**src/rtl/parity_check_arbiter.sv**
```systemverilog
// parity_check_arbiter
// Shares one even-parity checker between two requesters with round-robin
// arbitration. A granted word is latched, checked one cycle later, and the
// result is returned as a one-cycle done/err pulse to the granted requester.
// Optional feature macro: PARITY_ERR_CNT_EN builds the saturating parity
// error counter; without it err_cnt is tied to zero.
module parity_check_arbiter #(
   parameter int W     = 9,
   parameter int CNT_W = 8
) (
   input  logic             clk,
   input  logic             rst_n,
   input  logic             req0,
   input  logic             req1,
   input  logic [W-1:0]     word0,
   input  logic [W-1:0]     word1,
   output logic             gnt0,
   output logic             gnt1,
   output logic             done0,
   output logic             done1,
   output logic             err,
   output logic             busy,
   output logic [CNT_W-1:0] err_cnt
);

   typedef enum logic [1:0] {
      IDLE  = 2'd0,
      CHECK = 2'd1,
      RESP  = 2'd2
   } state_t;

   state_t         state;
   logic [W-1:0]   word_q;
   logic           sel;     // requester currently being served
   logic           prio;    // requester that wins a tie
   logic           err_q;
   logic           win;

   // Winner of the IDLE sample: a lone request wins outright, a tie goes to prio
   always_comb begin
      win = 1'b0;
      if (req0 && req1)
         win = prio;
      else if (req1)
         win = 1'b1;
   end

   assign err = err_q;

   // Control FSM with registered grant/done/err/busy outputs
   always_ff @(posedge clk) begin
      if (!rst_n) begin
         state  <= IDLE;
         word_q <= '0;
         sel    <= 1'b0;
         prio   <= 1'b0;
         err_q  <= 1'b0;
         gnt0   <= 1'b0;
         gnt1   <= 1'b0;
         done0  <= 1'b0;
         done1  <= 1'b0;
         busy   <= 1'b0;
      end else begin
         case (state)
            IDLE: begin
               if (req0 || req1) begin
                  sel    <= win;
                  word_q <= win ? word1 : word0;
                  gnt0   <= ~win;
                  gnt1   <= win;
                  busy   <= 1'b1;
                  state  <= CHECK;
               end
            end
            CHECK: begin
               gnt0  <= 1'b0;
               gnt1  <= 1'b0;
               err_q <= ^word_q;
               done0 <= ~sel;
               done1 <= sel;
               state <= RESP;
            end
            RESP: begin
               done0 <= 1'b0;
               done1 <= 1'b0;
               err_q <= 1'b0;
               busy  <= 1'b0;
               prio  <= ~sel;
               state <= IDLE;
            end
            default: begin
               gnt0  <= 1'b0;
               gnt1  <= 1'b0;
               done0 <= 1'b0;
               done1 <= 1'b0;
               err_q <= 1'b0;
               busy  <= 1'b0;
               state <= IDLE;
            end
         endcase
      end
   end

`ifdef PARITY_ERR_CNT_EN
   logic [CNT_W-1:0] cnt;

   // Saturating error count, bumped on the edge that leaves RESP
   always_ff @(posedge clk) begin
      if (!rst_n)
         cnt <= '0;
      else if (state == RESP && err_q && cnt != '1)
         cnt <= cnt + CNT_W'(1);
   end

   assign err_cnt = cnt;
`else
   assign err_cnt = '0;
`endif

endmodule

```
**config.mk**
```make
export PLATFORM = sky130hd
export DESIGN_NAME = parity_check_arbiter
export DESIGN_NICKNAME = d
export VERILOG_FILES = /design/src/rtl/parity_check_arbiter.sv
export SDC_FILE = /design/constraint.sdc
export NUM_CORES = 1
export LEC_CHECK = 0
export CAP_MARGIN = 30
export CORE_MARGIN = 2
export CORE_UTILIZATION = 44
export CTS_BUF_LIST = sky130_fd_sc_hd__clkbuf_8
export DETAILED_ROUTE_END_ITERATION = 12
export GPL_ROUTABILITY_DRIVEN = 0
export PLACE_DENSITY = 0.81
export SYNTH_ARGS = -nofsm -noshare
export SYNTH_HDL_FRONTEND = slang
export SYNTH_SLANG_ARGS = --single-unit
```
**constraint.sdc**
```tcl
create_clock -name clk -period 1.3 [get_ports clk]
set_input_delay 0.26 -clock clk [delete_from_list [all_inputs] [get_ports clk]]
set_output_delay 0.26 -clock clk [all_outputs]
set_load 0.005 [all_outputs]
```
After elaboration in Yosys (flattened, before gate mapping)
Cells that the tools add are included.
Widths: inputs -> output; s select.
{"block": "op_classes", "eq_ne": 3, "div_mod_pow": 0, "addsub": 0, "n_reduce_logical": 7, "mux": 14, "n_shift": 0, "n_lt_le_gt_ge": 0, "n_bitwise": 4, "n_mul": 0}
{"operator": "$pmux 1 s2", "n": 6}
{"operator": "$mux 9", "n": 1}
{"operator": "$reduce_xor 9->1", "n": 1}
{"operator": "$reduce_and 2->1", "n": 3}
{"operator": "$mux 1", "n": 5}
{"operator": "$not 1->1", "n": 4}
{"operator": "$pmux 2 s2", "n": 1}
{"operator": "$eq 2x1->1 const B", "n": 1}
{"operator": "$eq 2x2->1 const B", "n": 1}
{"operator": "$logic_not 2->1", "n": 1}
{"operator": "$mux 2", "n": 1}
{"operator": "$ne 2x2->1 const B", "n": 1}
{"operator": "$logic_and 1x1->1", "n": 1}
{"operator": "$logic_or 1x1->1", "n": 1}
{"block": "word_totals", "reg_bits": 19, "wordCells": 38, "ram_bits": 0, "memories": 0, "latch_bits": 0, "mem_bits_ro": 0}

Logic depth before layout (Yosys ltp)
Gate-level depths: netlist of the first run.
{"block": "depth", "word_depth": 5, "ltp_mapped": 6, "mapped_depth_nobuf": 4}

Worst setup path before layout of the first run
No wires, ideal clock.
{"block": "synth_timing", "path_type": "register -> register", "startpoint": "register state[0]", "endpoint": "register word_q[0]", "arrival_time_ns": 1.074, "path_stages_with_launch": 6, "synth_period_minus_slack_ns": 1.201, "required_ns": 1.172, "setup_slack_ns": 0.099, "cell_sequence": "dfxtp_1 > buf_6 > nor2_2 > o21ai_2 > a222oi_1 > nor2_1"}
{"block": "synth_between", "elab_chain_len": 2}
{"element": "start: declaration", "line": "32", "rtl": "state_t state;"}
{"element": "start signal: assignment", "line": "53", "rtl": "state <= IDLE;"}
{"element": "start signal: assignment", "line": "72", "rtl": "state <= CHECK;"}
{"element": "start signal: assignment", "line": "81", "rtl": "state <= RESP;"}
{"element": "$logic_not 2->1", "line": "64", "rtl": "case (state)"}
{"element": "$reduce_and 2->1 (no source line)"}
{"element": "end signal: assignment", "line": "68", "rtl": "word_q <= win ? word1 : word0;"}
{"element": "end: declaration", "line": "33", "rtl": "logic [W-1:0] word_q;"}
Every way passes these cells.
A chain may end at the register's enable or synchronous reset.

Worst setup path after layout of the first run
{"block": "layout_timing", "startpoint": "register word_q[3]", "endpoint": "register err_q (netlist: err)"}
{"block": "layout_between", "elab_chain_len": 2}
{"element": "$reduce_xor 9->1", "line": "78", "rtl": "err_q <= ^word_q;"}
{"element": "$pmux 1 s2", "line": "64"}
{"element": "end signal: assignment", "line": "78"}
{"element": "end: declaration", "line": "36", "rtl": "logic err_q;"}
Every way passes these cells.

==> results of run 1 <==
cells in the mapped netlist:
| cell type | instances | share of area (%) |
|---|---|---|
| nand3b_1 | 3 | 2.5 |
| dfxtp_1 | 19 | 43 |
| buf_6 | 2 | 2.5 |
| mux2i_1 | 2 | 2.2 |
| xnor2_1 | 2 | 2.0 |
| a222oi_1 | 9 | 10 |
| nand2b_1 | 2 | 1.4 |
| or3b_1 | 1 | 0.98 |
| and3_4 | 1 | 1.3 |
| nand2_1 | 4 | 1.7 |
| o21ai_0 | 2 | 1.1 |
| conb_1 | 1 | 0.42 |
| o211ai_1 | 1 | 0.84 |
| xnor3_1 | 2 | 5.0 |
| nor2b_1 | 1 | 0.70 |
| a21oi_1 | 4 | 2.2 |
| o21ai_2 | 1 | 0.98 |
| nand2b_2 | 1 | 0.98 |
| nor2_1 | 17 | 7.1 |
| buf_4 | 9 | 7.6 |
| a211oi_1 | 1 | 0.84 |
| nor2_2 | 1 | 0.70 |
| clkbuf_1 | 1 | 0.42 |
| xor2_1 | 1 | 0.98 |
| inv_1 | 5 | 2.1 |
| and3_2 | 1 | 0.84 |
cell families (layout without fill, tap and decap cells):
kind of cell              count (synthesis)  count (layout)
DFF                                      19              19
muxes                                     2               2
other                                     1               8
and+or+nand+nor                          32              32
xor gates and xnor gates                  5               5
AOI/OAI and AO/OA                        18              18
buffers and inverters                    17              44
cell type report:
cell class	count	area, sq um	share of cell area [%]
inverter	5	18.77	1.490
clock buffer	3	41.29	3.277
clock inverter	1	5.005	0.3972
multi-input combinational	65	444.2	35.25
tap	27	33.78	2.681
sequential	19	384.1	30.49
timing repair buffer	35	332.8	26.42
worst register-to-register path, delay by kind of cell, from the launching register on:
| family | cells | cell delay [ns] |
|---|---|---|
| xor gates and xnor gates | 2 | 0.58 |
| AOI/OAI and AO/OA | 1 | 0.08 |
| and+or+nand+nor | 1 | 0.07 |
| DFF | 1 | 0.36 |
where the power goes:
part | leakage [nW] | internal (mW) | switching (mW)
Sequential | 0.157 | 0.634 | 0.0325
Clock | 0.0255 | 0.213 | 0.188
Combinational | 0.373 | 0.204 | 0.144
placed cells by master, fill, tap and decap left out, drive strengths merged:
| master | instances |
|---|---|
| nor2b | 1 |
| xor2 | 1 |
| nor2 | 18 |
| xnor2 | 2 |
| nand2b | 3 |
| conb | 8 |
| mux2i | 2 |
| nand3b | 3 |
| a222oi | 9 |
| clkdlybuf4s50 | 19 |
| or3b | 1 |
| and3 | 2 |
| a211oi | 1 |
| o211ai | 1 |
| xnor3 | 2 |
| dlygate4sd2 | 8 |
| clkinv | 1 |
| buf | 8 |
| clkbuf | 3 |
| a21oi | 4 |
| inv | 5 |
| o21ai | 3 |
| dfxtp | 19 |
| nand2 | 4 |
flip-flops by register name (all words and copies together) (netlist names):
signal,cells
done1,1
err,1
prio,1
gnt1,1
done0,1
word_q,9
busy,1
gnt0,1
sel,1
state,2
metrics by stage:
step           setup slack, ns  util, %  power (mW)
2_1_floorplan          0.09868        -      0.8893
3_5_place_dp           -0.2998    61.98       1.025
3_3_place_gp           -0.2528    61.98       1.015
4_1_cts                0.02894    64.11       1.419
5_1_grt               -0.01541    64.88       1.499
6_report               0.09522    64.88       1.416
final timing paths:
kind / start / cells past startpoint / end
setup / recovery: word_q[3] / 4 / err
hold reg to reg: busy / 2 / busy
hold / removal: busy / 2 / busy
setup reg to reg: word_q[3] / 4 / err
routing by layer:
layer	vias up	track usage, %	part of all wire, %
li1	386	-	-
met1	374	20.16	40
met2	37	32.88	51
met3	6	2.454	6.1
met4	0	10.48	2.3
met5	-	0	0
what timing repair did:
action | 4_1_cts | 5_1_grt
gates resized for setup | 10 | 4
pin swaps | 1 | 3
cloned | 0 | 0
hold buffers | 0 | 0
setup endpoints to repair | 15 | 10
==> metrics.txt, run 1 <==
flops & latches, synth 19; Initial DRT Pass Iterations 5; number of setup buffers added after CTS 0; worst min path class flip-flop to flip-flop; max cap viols 0; die area around 0.0024 sq mm; Synth Area in Compound Gates between 15 and 20%; Seq/Total Area, Yosys approximately 43%; CTS root buf clkbuf_8; Overflow after GRT 0; Crit Path Max Fanout 2; dpl cells around 150; Post-Syn Area around 890 sq um; worst hold slack 0.4749 ns; Critical Path RT between 1 and 1.5 ns; I/O pins 36; post-detail-place hpwl roughly 1.5 mm; # diodes 0; Vias/cell slightly above 5; Achievable Freq between 800 and 900 MHz; mean routed wirelength per cell 12.79 um; vias in the first global route around 830; max-slew violation count 0; crit-path cells xnor2_1 > xnor3_1 > nand2_1 > o211ai_1; largest net degree at the start of global routing 13; fillers 156; Simple-Gate Fraction of Synth Area a little under a fifth; Synth Instances between 90 and 100; XOR/XNOR Fraction of Synth Area 7.972%; Cell Area, Placed between 0.001 and 0.0015 sq mm; Worst-Skew Late Latency roughly 0.25 ns; CTS H-tree lvls 1; adder-cell area share of the yosys netlist 0%; ANT nets after route 0; # setup viols final 0; number of remaining DRC errors 0; status completed; Final Cycle Share between 90 and 100%; global-route wire length before repair 3.408 mm; Final Cell Area between 0.001 and 0.0015 sq mm; Clock transition at path regs 0.07 ns; delay of the slowest critical-path stage about 0.45 ns; Fin Setup TNS 0 ns; Placeable Area slightly below 0.002 sq mm; gr usage total between 10% and 20%; Warnings, synthesis 0; Worst Skew between 0.003 and 0.004 ns; cts bufs inserted 3; initial antenna violation count 0; Final nets roughly 150; fraction of layout cells with a size suffix above 1 15.63%; # port buffers 27; Top Family by Delay on Critical Path XOR/XNOR gates; routed vias ~800; pwr/cell area around 1100 mW/mm^2; Hold Fails Final Rpt 0; reg2reg setup slack roughly 0.095 ns; final cell count without fillers approximately 160; Initial Util a little under half; peak supply drop a little under 0.6 mV; Synth cell types 26; Clock Path Buffers 2; Avg Inst Size Synth about 9.5 sq um; slowest stage cell on the critical path xnor3_1; FP Rows 16; Layout area overhead 40.84%; Die X a little under 50 um; Critical Path AT 1.34 ns; critical path class flip-flop to flip-flop; P_leak between 0.5 and 0.6 nW; CP Launch Type flip-flop; largest family of logic cells by synthesized area simple AND/OR/NAND/NOR gates; element type at the critical path end flip-flop; min Tclk post-route 1.205 ns; mux cell area share after synthesis 2.238%; TritonCTS Sinks 19; CTS tree done; initial drt markers 37; Buf/Inv on CP 0; Routed WL 1.982 mm; die height between 40 and 50 um
Note: power is estimated with default switching activity, not from simulation.
==> inputs of run 2 (changes only) <==
- ABC_AREA: unset -> 1
- CORE_UTILIZATION: 44 -> 46
==> metrics.txt, run 2 <==
critical path class flip-flop to flip-flop; gr usage total just over 20%; Final Cycle Share between 90% and 100%; Overflow after GRT 0; Clock Path Buffers 2; cts bufs inserted 3; ANT nets after route 0; die height 51.60 um; Yosys top cell by area dfxtp_1; Post-Syn Area between 0.001 and 0.0015 sq mm; element type at the critical path end flip-flop; routed vias between 900 and 1000; Placeable Area 0.002170 sq mm; Seq/Total Area, Yosys a little over a third; vias in the first global route 1000; Vias/cell between 4 and 5; FP Rows 17; register with the most flip-flops word_q; max cap viols 0; CTS root buf clkbuf_8; Layout area overhead 39.26%; top_reg_cell synth dfxtp_1; Die X around 52 um; R2R Path End word_q[8]; Post-synth EDFFs 0; top cells by area, synth dfxtp_1, nand2_1, inv_1; crit path launch state[1]; die area around 0.0027 sq mm; Initial DRT Pass Iterations 4; CTS H-tree lvls 1; Critical Path AT 1.47 ns; # setup viols final 0; # port buffers 27; most common cell after layout, fill and taps aside nand2_1; RSZ-0062 raised after global routing true; Synth Instances 145; Warnings, synthesis 0; peak supply drop 0.9160 mV; TritonCTS Sinks 19; post-detail-place hpwl between 1.5 and 2 mm; flops & latches, synth 19; Routed WL approximately 2.3 mm; CP Launch Type flip-flop; CTS tree done; largest registers word_q x9, state x2; Avg Inst Size Synth between 7 and 8 sq um; async set-reset flop share out of synthesis 0%; origin of the critical flop-to-flop path state[1]; min Tclk post-route around 1.3 ns; Fin Setup TNS 0 ns; initial antenna violation count 0; pwr/cell area 1053 mW/mm^2; largest net degree at the start of global routing 13; Crit Path Max Fanout 5; Synth cell types 20; Worst-Skew Late Latency between 0.2 and 0.3 ns; initial drt markers 20; Achievable Freq between 700 and 800 MHz; r2r worst-path depth 9; worst min path class flip-flop to flip-flop; fraction of layout cells with a size suffix above 1 between 20% and 30%; I/O pins 36; Initial Util approximately 48%; global-route wire length before repair just under 4 mm; Synth top area share 36.49%; most frequent cells in the layout nand2_1, inv_1, clkdlybuf4s50_1, dfxtp_1; Synth top cells by count nand2_1, inv_1, dfxtp_1; Clock transition at path regs roughly 0.07 ns; status completed; mean routed wirelength per cell ~11 um; worst setup path end word_q[8]; P_leak roughly 0.76 nW; Final nets approximately 210; Hold Fails Final Rpt 0; top-count cell post-synth nand2_1; # diodes 0; number of remaining DRC errors 0; reg2reg setup slack ~0.038 ns; max-slew violation count 0; number of flip-flops in the largest register 9; Critical Path RT about 1.5 ns; total power approximately 1.5 mW; Worst Skew 0.002421 ns
==> run 2: how the worst min path moves through the flow <==
stage / startpoint / end / cells past startpoint / slack, ns
2_1_floorplan: rst_n / prio / 2 / 0.40
3_3_place_gp: gnt1 / gnt1 / 2 / 0.45
3_5_place_dp: gnt0 / gnt0 / 2 / 0.45
4_1_cts: busy / busy / 2 / 0.46
5_1_grt: gnt0 / gnt0 / 2 / 0.48
6_report: busy / busy / 2 / 0.45
==> run 2: logic make-up after synthesis <==
logic type	synth area share, %
simple gates	30.97
buf+inv	16.93
flops	36.49
compound gates	14.41
xor+xnor	0.8405
other cells	0.3598
==> run 2: metal layers <==
metal,wire length (um),global-route usage (%),vias to the layer above,part of all wire (%)
li1,-,-,511,-
met1,928,19.93,434,40
met2,1240,38.03,29,54
met3,117,6.322,4,5.1
met4,26,10.53,0,1.1
met5,0,0,-,0
==> run 2: area by class of cell <==
cell class	count	area, sq um
tap	28	35.03
clock buffer	3	41.29
sequential	19	390.4
inverter	29	116.4
multi-input combinational	96	528.0
fill	196	718.2
clock inverter	1	5.005
timing repair buffer	36	335.3
==> run 2: metrics by stage <==
stage | area [sq um] | instances | utilization [%] | hold WS [ns] | setup slack (ns)
2_1_floorplan | 1069 | 152 | - | 0.3984 | 0.07921
3_3_place_gp | 1361 | 205 | 62.75 | 0.4486 | -0.2526
3_5_place_dp | 1361 | 205 | 62.75 | 0.4538 | -0.3152
4_1_cts | 1425 | 210 | 65.69 | 0.4555 | 0.0009572
5_1_grt | 1451 | 212 | 66.90 | 0.4793 | -0.02632
6_report | 1451 | 212 | 66.90 | 0.4514 | 0.03777
==> run 2: timing repair <==
item / 4_1_cts / 5_1_grt
gates resized for setup: 14 / 5
gates cloned: 1 / 0
setup endpoints to repair: 17 / 10
setup buffers: 0 / 2
pin swaps: 3 / 4
hold buffers: 0 / 0
==> run 2: worst max-delay path, cell delays in order (launching register included) <==
cell     delay [ns]
dfxtp_4        0.37
nor2_4         0.15
inv_4          0.07
nor2_8         0.11
inv_6          0.06
nor2_4         0.19
nand2_1        0.09
nand2_1        0.08
nand2_1        0.05
inv_1          0.04
==> run 2: report_power, final <==
part	total (mW)	switching (mW)	internal [mW]
clock network	0.413	0.200	0.214
logic	0.447	0.234	0.213
registers	0.668	0.0320	0.636
total	1.53	0.466	1.06
